--- config.mk ---
export PLATFORM = sky130hd
export DESIGN_NAME = control_cronometru
export DESIGN_NICKNAME = d
export VERILOG_FILES = /design/src/rtl/control_cronometru.sv
export SDC_FILE = /design/constraint.sdc
export NUM_CORES = 1
export LEC_CHECK = 0
export ABC_AREA = 1
export BUFFER_PORTS_ARGS = -buffer_cell sky130_fd_sc_hd__buf_2
export CAP_MARGIN = 20
export CORE_MARGIN = 2
export CORE_UTILIZATION = 30
export CTS_CLUSTER_SIZE = 40
export DETAILED_ROUTE_END_ITERATION = 10
export GPL_TIMING_DRIVEN = 0
export PLACE_DENSITY = 0.57
export SYNTH_ARGS = -nofsm -noshare
export SYNTH_HDL_FRONTEND = slang
export SYNTH_SLANG_ARGS = --single-unit
export TNS_END_PERCENT = 5
--- constraint.sdc ---
create_clock -name clk_out_led -period 4.07 [get_ports clk_out_led]
set_clock_uncertainty 0.1 [all_clocks]
set_input_delay 0.814 -clock clk_out_led [delete_from_list [all_inputs] [get_ports clk_out_led]]
set_output_delay 0.814 -clock clk_out_led [all_outputs]
set_load 0.02 [all_outputs]
--- src/rtl/control_cronometru.sv ---
// control_cronometru: stopwatch / time-of-day controller with chained sec/min/hour
// counters, a run/pause/set mode FSM and a blink phase for the field being edited.
// Revision 1.0
`default_nettype none

module control_cronometru #(
  parameter int HOUR_MAX  = 24,
  parameter int BLINK_DIV = 2
) (
  input  logic       clk_out_led,
  input  logic       reset,
  input  logic       btn_start_stop,
  input  logic       btn_clear,
  input  logic       btn_mode,
  input  logic       btn_inc,
  output logic [5:0] sec,
  output logic [5:0] min,
  output logic [4:0] hour,
  output logic       running,
  output logic [1:0] setting,
  output logic       blink,
  output logic       day_wrap
);

  localparam logic [2:0] S_IDLE     = 3'd0;
  localparam logic [2:0] S_RUN      = 3'd1;
  localparam logic [2:0] S_PAUSED   = 3'd2;
  localparam logic [2:0] S_SET_MIN  = 3'd3;
  localparam logic [2:0] S_SET_HOUR = 3'd4;

  localparam logic [5:0] SIXTY_LAST = 6'd59;
  localparam logic [4:0] HOUR_LAST  = 5'(HOUR_MAX - 1);
  localparam int         DIV_W      = (BLINK_DIV > 1) ? $clog2(BLINK_DIV) : 1;
  localparam logic [DIV_W-1:0] DIV_LAST = DIV_W'(BLINK_DIV - 1);

  logic [2:0]       state_q, state_d;
  logic [5:0]       sec_q, sec_d;
  logic [5:0]       min_q, min_d;
  logic [4:0]       hour_q, hour_d;
  logic             running_q;
  logic [1:0]       setting_q, setting_d;
  logic             blink_q, blink_d;
  logic             wrap_q, wrap_d;
  logic [DIV_W-1:0] div_q, div_d;
  logic             count;
  logic             in_set_d;

  // Only the highest-priority pressed button survives; the others are dropped.
  logic clr_eff, mode_eff, ss_eff, inc_eff;
  assign clr_eff  = btn_clear;
  assign mode_eff = btn_mode & ~btn_clear;
  assign ss_eff   = btn_start_stop & ~btn_clear & ~btn_mode;
  assign inc_eff  = btn_inc & ~btn_clear & ~btn_mode & ~btn_start_stop;

  always_comb begin
    state_d = state_q;
    sec_d   = sec_q;
    min_d   = min_q;
    hour_d  = hour_q;
    wrap_d  = 1'b0;
    count   = 1'b0;

    if (clr_eff) begin
      state_d = S_IDLE;
      sec_d   = '0;
      min_d   = '0;
      hour_d  = '0;
    end else begin
      case (state_q)
        S_IDLE: begin
          if (mode_eff) begin
            state_d = S_SET_MIN;
            sec_d   = '0;
          end else if (ss_eff) begin
            state_d = S_RUN;
          end
        end
        S_RUN: begin
          if (ss_eff) state_d = S_PAUSED;
          else        count   = 1'b1;
        end
        S_PAUSED: begin
          if (mode_eff) begin
            state_d = S_SET_MIN;
            sec_d   = '0;
          end else if (ss_eff) begin
            state_d = S_RUN;
          end
        end
        S_SET_MIN: begin
          if (mode_eff)     state_d = S_SET_HOUR;
          else if (ss_eff)  state_d = S_RUN;
          else if (inc_eff) min_d   = (min_q == SIXTY_LAST) ? 6'd0 : min_q + 6'd1;
        end
        S_SET_HOUR: begin
          if (mode_eff)     state_d = S_PAUSED;
          else if (ss_eff)  state_d = S_RUN;
          else if (inc_eff) hour_d  = (hour_q == HOUR_LAST) ? 5'd0 : hour_q + 5'd1;
        end
        default: state_d = S_IDLE;
      endcase
    end

    if (count) begin
      if (sec_q == SIXTY_LAST) begin
        sec_d = '0;
        if (min_q == SIXTY_LAST) begin
          min_d = '0;
          if (hour_q == HOUR_LAST) begin
            hour_d = '0;
            wrap_d = 1'b1;
          end else begin
            hour_d = hour_q + 5'd1;
          end
        end else begin
          min_d = min_q + 6'd1;
        end
      end else begin
        sec_d = sec_q + 6'd1;
      end
    end
  end

  always_comb begin
    in_set_d  = (state_d == S_SET_MIN) || (state_d == S_SET_HOUR);
    setting_d = (state_d == S_SET_MIN)  ? 2'b01 :
                (state_d == S_SET_HOUR) ? 2'b10 : 2'b00;
    div_d     = '0;
    blink_d   = 1'b0;
    // Any entry into a set state (including min -> hour) restarts the blink phase at 1.
    if (in_set_d) begin
      if (state_d != state_q) begin
        blink_d = 1'b1;
      end else if (div_q == DIV_LAST) begin
        blink_d = ~blink_q;
      end else begin
        div_d   = div_q + 1'b1;
        blink_d = blink_q;
      end
    end
  end

  always_ff @(posedge clk_out_led) begin
    if (reset) begin
      state_q   <= S_IDLE;
      sec_q     <= '0;
      min_q     <= '0;
      hour_q    <= '0;
      running_q <= 1'b0;
      setting_q <= 2'b00;
      blink_q   <= 1'b0;
      wrap_q    <= 1'b0;
      div_q     <= '0;
    end else begin
      state_q   <= state_d;
      sec_q     <= sec_d;
      min_q     <= min_d;
      hour_q    <= hour_d;
      running_q <= (state_d == S_RUN);
      setting_q <= setting_d;
      blink_q   <= blink_d;
      wrap_q    <= wrap_d;
      div_q     <= div_d;
    end
  end

  assign sec      = sec_q;
  assign min      = min_q;
  assign hour     = hour_q;
  assign running  = running_q;
  assign setting  = setting_q;
  assign blink    = blink_q;
  assign day_wrap = wrap_q;

endmodule

`default_nettype wire

# --- Word-level counts from Yosys, hierarchy flattened ---
# Index checks and enable logic that the tools add are counted.
totals:
  elab_cells: 87
  regBits: 26
classes:
  n_reduce_logical: 11
  n_eq_ne: 11
  n_addsub: 4
  mux: 37
  bitwise_logic: 14
op_table:
  columns: ["op", "n"]
  rows:
  - ["$mux 6", 13]
  - ["$mux 5", 9]
  - ["$mux 3", 6]
  - ["$add 6x1->6 const B", 2]
  - ["$eq 6x6->1 const B", 2]
  - ["$pmux 3 s4", 1]
  - ["$eq 3x2->1 const B", 3]
  - ["$not 1->1", 8]
  - ["$reduce_or 4->1", 2]
  - ["$mux 1", 7]
  - ["$and 1x1->1", 6]
  - ["$eq 3x1->1 const B", 2]
  - ["$eq 3x3->1 const B", 2]
  - ["$reduce_bool 3->1", 2]
  - ["$reduce_or 2->1", 3]
  - ["$add 5x1->5 const B", 1]
  - ["$eq 5x5->1 const B", 1]
  - ["$logic_not 3->1", 1]
  - ["$ne 3x3->1", 1]
  - ["$mux 2", 1]
  - ["$reduce_and 2->1", 1]
  - ["$reduce_bool 2->1", 1]
  - ["$add 1x1->1 const B", 1]
  - ["$logic_or 1x1->1", 1]

# --- Longest topological paths before layout ---
depth:
  word_depth: 12
  mapped_depth: 14
  mapped_depth_nobuf: 14

# --- Worst setup path before layout ---
# Ideal clock, no wire load.
synth_path:
  kind: "input to register"
  start: "input btn_clear"
  end: "register blink_q, in the netlist blink"
  cell_stages: 14
  n_path_buf: 0
  slack_ns: 2.199
  t_required_ns: 3.861
  arrival_ns: 1.661
  setup_time_ns: 0.109
  cell_sequence: "inv_2 -> nand2_2 -> nand2_1 -> nand2_1 -> inv_1 -> nand2_1 -> nand2_2 -> nand2_1 -> nand2_1 -> nand2_1 -> nor2_1 -> nand3_1 -> nand2_1 -> inv_1"
synth_via:
  elab_chain_cells: 11
  word_cells_on_any_way: 19
synth_lines:
  columns: ["item", "line_no", "text"]
  rows:
  - ["start, declared", "13", "input logic btn_clear,"]
  - ["$not 1->1", "51, 52", null]
  - ["$and 1x1->1 (2 in a row)", "52", "assign ss_eff = btn_start_stop & ~btn_clear & ~btn_mode;"]
  - ["$mux 3", null, null]
  - ["$mux 3, on equally long branches", "96, 83, 91", null]
  - ["$pmux 3 s4", "69", "case (state_q)"]
  - ["$mux 3 (*)", "63", "if (clr_eff) begin"]
  - ["$eq 3x2->1 or $eq 3x3->1 (tied branches)", "125", "in_set_d = (state_d == S_SET_MIN) || (state_d == S_SET_HOUR);"]
  - ["$logic_or 1x1->1", "125", null]
  - ["$not 1->1 (no line)", null, null]
  - ["$reduce_or 2->1 (no line)", null, null]
  - ["end signal, assigned", "161", "blink_q <= blink_d;"]
  - ["end, declared", "42", "logic blink_q, blink_d;"]
# Every way passes the cells marked *; elsewhere a longest branch is shown, timed or not.
# A chain may end at the register's enable or synchronous reset.

# --- Final worst setup path ---
# Ends and elaborated chain as after synthesis.

==> results.yml <==
placed_design:
  gp_congestion: 0.8695
  port_buffers: 27
  placed_cell_area_um2: 1592
  place_ws_ps: 1812
  hpwl_um: 2343
synth:
  synthArstFlopShare_pct: 0
  ys_seq_area_share_pct: 37.41
  syn_area_um2: 1391
  yosysWarnings: 0
  syn_inst: 207
  synth_edf_count: 0
  synth_most_common_cell: "nand2_1"
  yosysTopAreaCell: "dfxtp_1"
  ys_top_cells_by_area: "dfxtp_1 37%, nand2_1 13%, nor2_1 7.8%"
  synth_cell_type_count: 28
  synth_area_per_cell_um2: 6.721
  synth_common_cells: "48 x nand2_1, 29 x nor2_1, 26 x dfxtp_1, 26 x inv_1, 21 x nand3_1"
  synth.top_cell.area_share_pct: 37.41
  synth_seq_cells: 26
  syn-num-nets: 216
  synthFlopType: "dfxtp_1"
clocking:
  cts_resized: 0
  tritoncts: "built"
  cts_buffer_depth: 2
  cts_setup_buffers: 0
  clkTransAtPathRegs_ps: 90
  clk_latency_ps: 280
  numCtsBuffers: 3
  root_buffer: "clkbuf_8"
  htreeDepth: 1
  cts-hold-fix-buffers: 0
  clkSinkCount: 26
worst_setup_path:
  cp.required_ps: 4150
  crit_path_end_kind: "flop"
  cp_max_fo: 10
  r2r_start: "sec[0]"
  rrSetupSlack_ps: 2230
  crit_type: "input pin to flop"
  cp-startpoint: "btn_clear"
  startpoint_type: "input pin"
  crit_arrival_ps: 2020
sta:
  worst_pin_slew_ps: 490.2
  hold-worst-slack_ps: 397.1
  report.final.slew_viol_count: 0
  rsz0062_at_grt: "no"
  max_freq_mhz: 514.4
  finalCriticalPeriod_ps: 1944
  final_hold_viol_count: 0
  min_period_over_period_pct: 47.77
  tns_ps: 0
  setup_viol: 0
  slew_headroom_pct: 67.26
  timing.final.ws_setup_ps: 2126
hold_path:
  hold_path_class: "flop to flop"
  hp-start: "sec[5]"
power_and_ir_drop:
  p_per_area_nw_per_um2: 308.6
  power_uw: 513.2
  p_leak_uw: 0.0007825
  peakVddDrop_mv: 0.1787
grt:
  grt_pass1_wl_um: 5319
  antenna_found_initial: 0
  grt.overflow.total: 0
  grt_max_degree: 16
  gr-usage-all-layers_pct: 12.54
  grt_pass1_vias: 1190
routing:
  drc: 0
  drt_iter0_markers: 59
  via_per_inst: 4.731
  avgRoutedWirePerCell_um: 10.33
  routed_wl_um: 2996
  drtPass1Iterations: 4
  vias: 1372
  ant_nets: 0
finish:
  layout-drive-gt1-share_pct: 19.33
  fin_nets: 248
  postLayoutCellArea_um2: 1663
  num_antenna_cells: 0
  area_growth_pct: 19.51
floorplan:
  start_util_pct: 31.52
  rows: 24
  ios: 28
  die_area_um2: 5198
  dieHeight_um: 72.10
  die_width_um: 72.10
  coreArea_um2: 4414
flow_run:
  cap_violations: 0
outcome:
  status: "complete, no violations"
## where the power goes
group / switching (µW) / internal, µW / leakage (µW)
combinational: 27.3 / 12.3 / 0.000537
clock: 83.7 / 132 / 0.0000357
sequential: 1.83 / 256 / 0.000210
total: 113 / 400 / 0.000783
## metrics by stage
stage | util (%) | cells
finish | 37.67 | 290
global route | 37.67 | 290
CTS | 37.67 | 290
detailed placement | 36.05 | 286
global placement | 36.05 | 286
floorplan | - | 207
## critical path, cell delays in order
cell and delay [ps]:
buf_2 150, inv_2 170, nand2_2 110, nand2_1 100, nand3_1 80, nand2_1 60, nand2_1 60, nand2_1 140
nand2_1 70, nand2_1 80, nand3_1 80, nand2_1 70, inv_1 40
## sequential cells by signal, summed over array words and instances, names as in the netlist
register	flops
state_q	3
day_wrap	1
hour	5
setting	2
div_q	1
min	6
running	1
blink	1
sec	6
## per-layer routing
metal,vias to the layer above,routed length (µm),track usage [%],part of all wire (%)
met5,-,0,0,0
met4,0,15,2.516,0.50
met3,2,148,2.917,4.9
met2,27,1318,19.57,44
met1,616,1514,17.71,51
li1,727,-,-,-
## placed cells by master (no fill, tap or decap), drive strengths merged
cell / instances
or2: 1
o21a: 1
nor3b: 1
xor2: 1
nand2: 54
a21oi: 12
ha: 3
inv: 29
clkbuf: 4
nand3: 21
nor3: 8
o2111a: 1
a211oi: 1
xnor2: 1
bufinv: 1
nand3b: 1
nand4: 5
o22ai: 1
o21ai: 7
dfxtp: 26
buf: 27
nor2: 32
## final cells by class
cell class	count	area, µm²
Fill cell	487	2751
Tap cell	52	65.06
Timing Repair Buffer	27	135.1
Buffer	1	3.754
Inverter	29	111.4
Clock buffer	3	41.29
Clock inverter	1	30.03
Multi-Input combinational cell	151	755.7
Sequential cell	26	520.5
## final timing paths
path,endpoint,cells after the start
setup / recovery,blink,13
hold / removal,sec[5],2
setup reg to reg,hour[4],9
hold reg to reg,sec[5],2
## cell families (layout without fill, tap and decap cells)
kind of cell	after synthesis	after routing	synth area share (%)
adder cells (fa/ha/maj)	3	3	2.698
buffers and inverters	30	61	8.273
XOR/XNOR	2	2	1.259
AO/OA/AOI/OAI	23	23	9.802
flip-flops	26	26	37.41
AND/OR/NAND/NOR	123	123	40.56
Power figures use the tool's default switching activity.
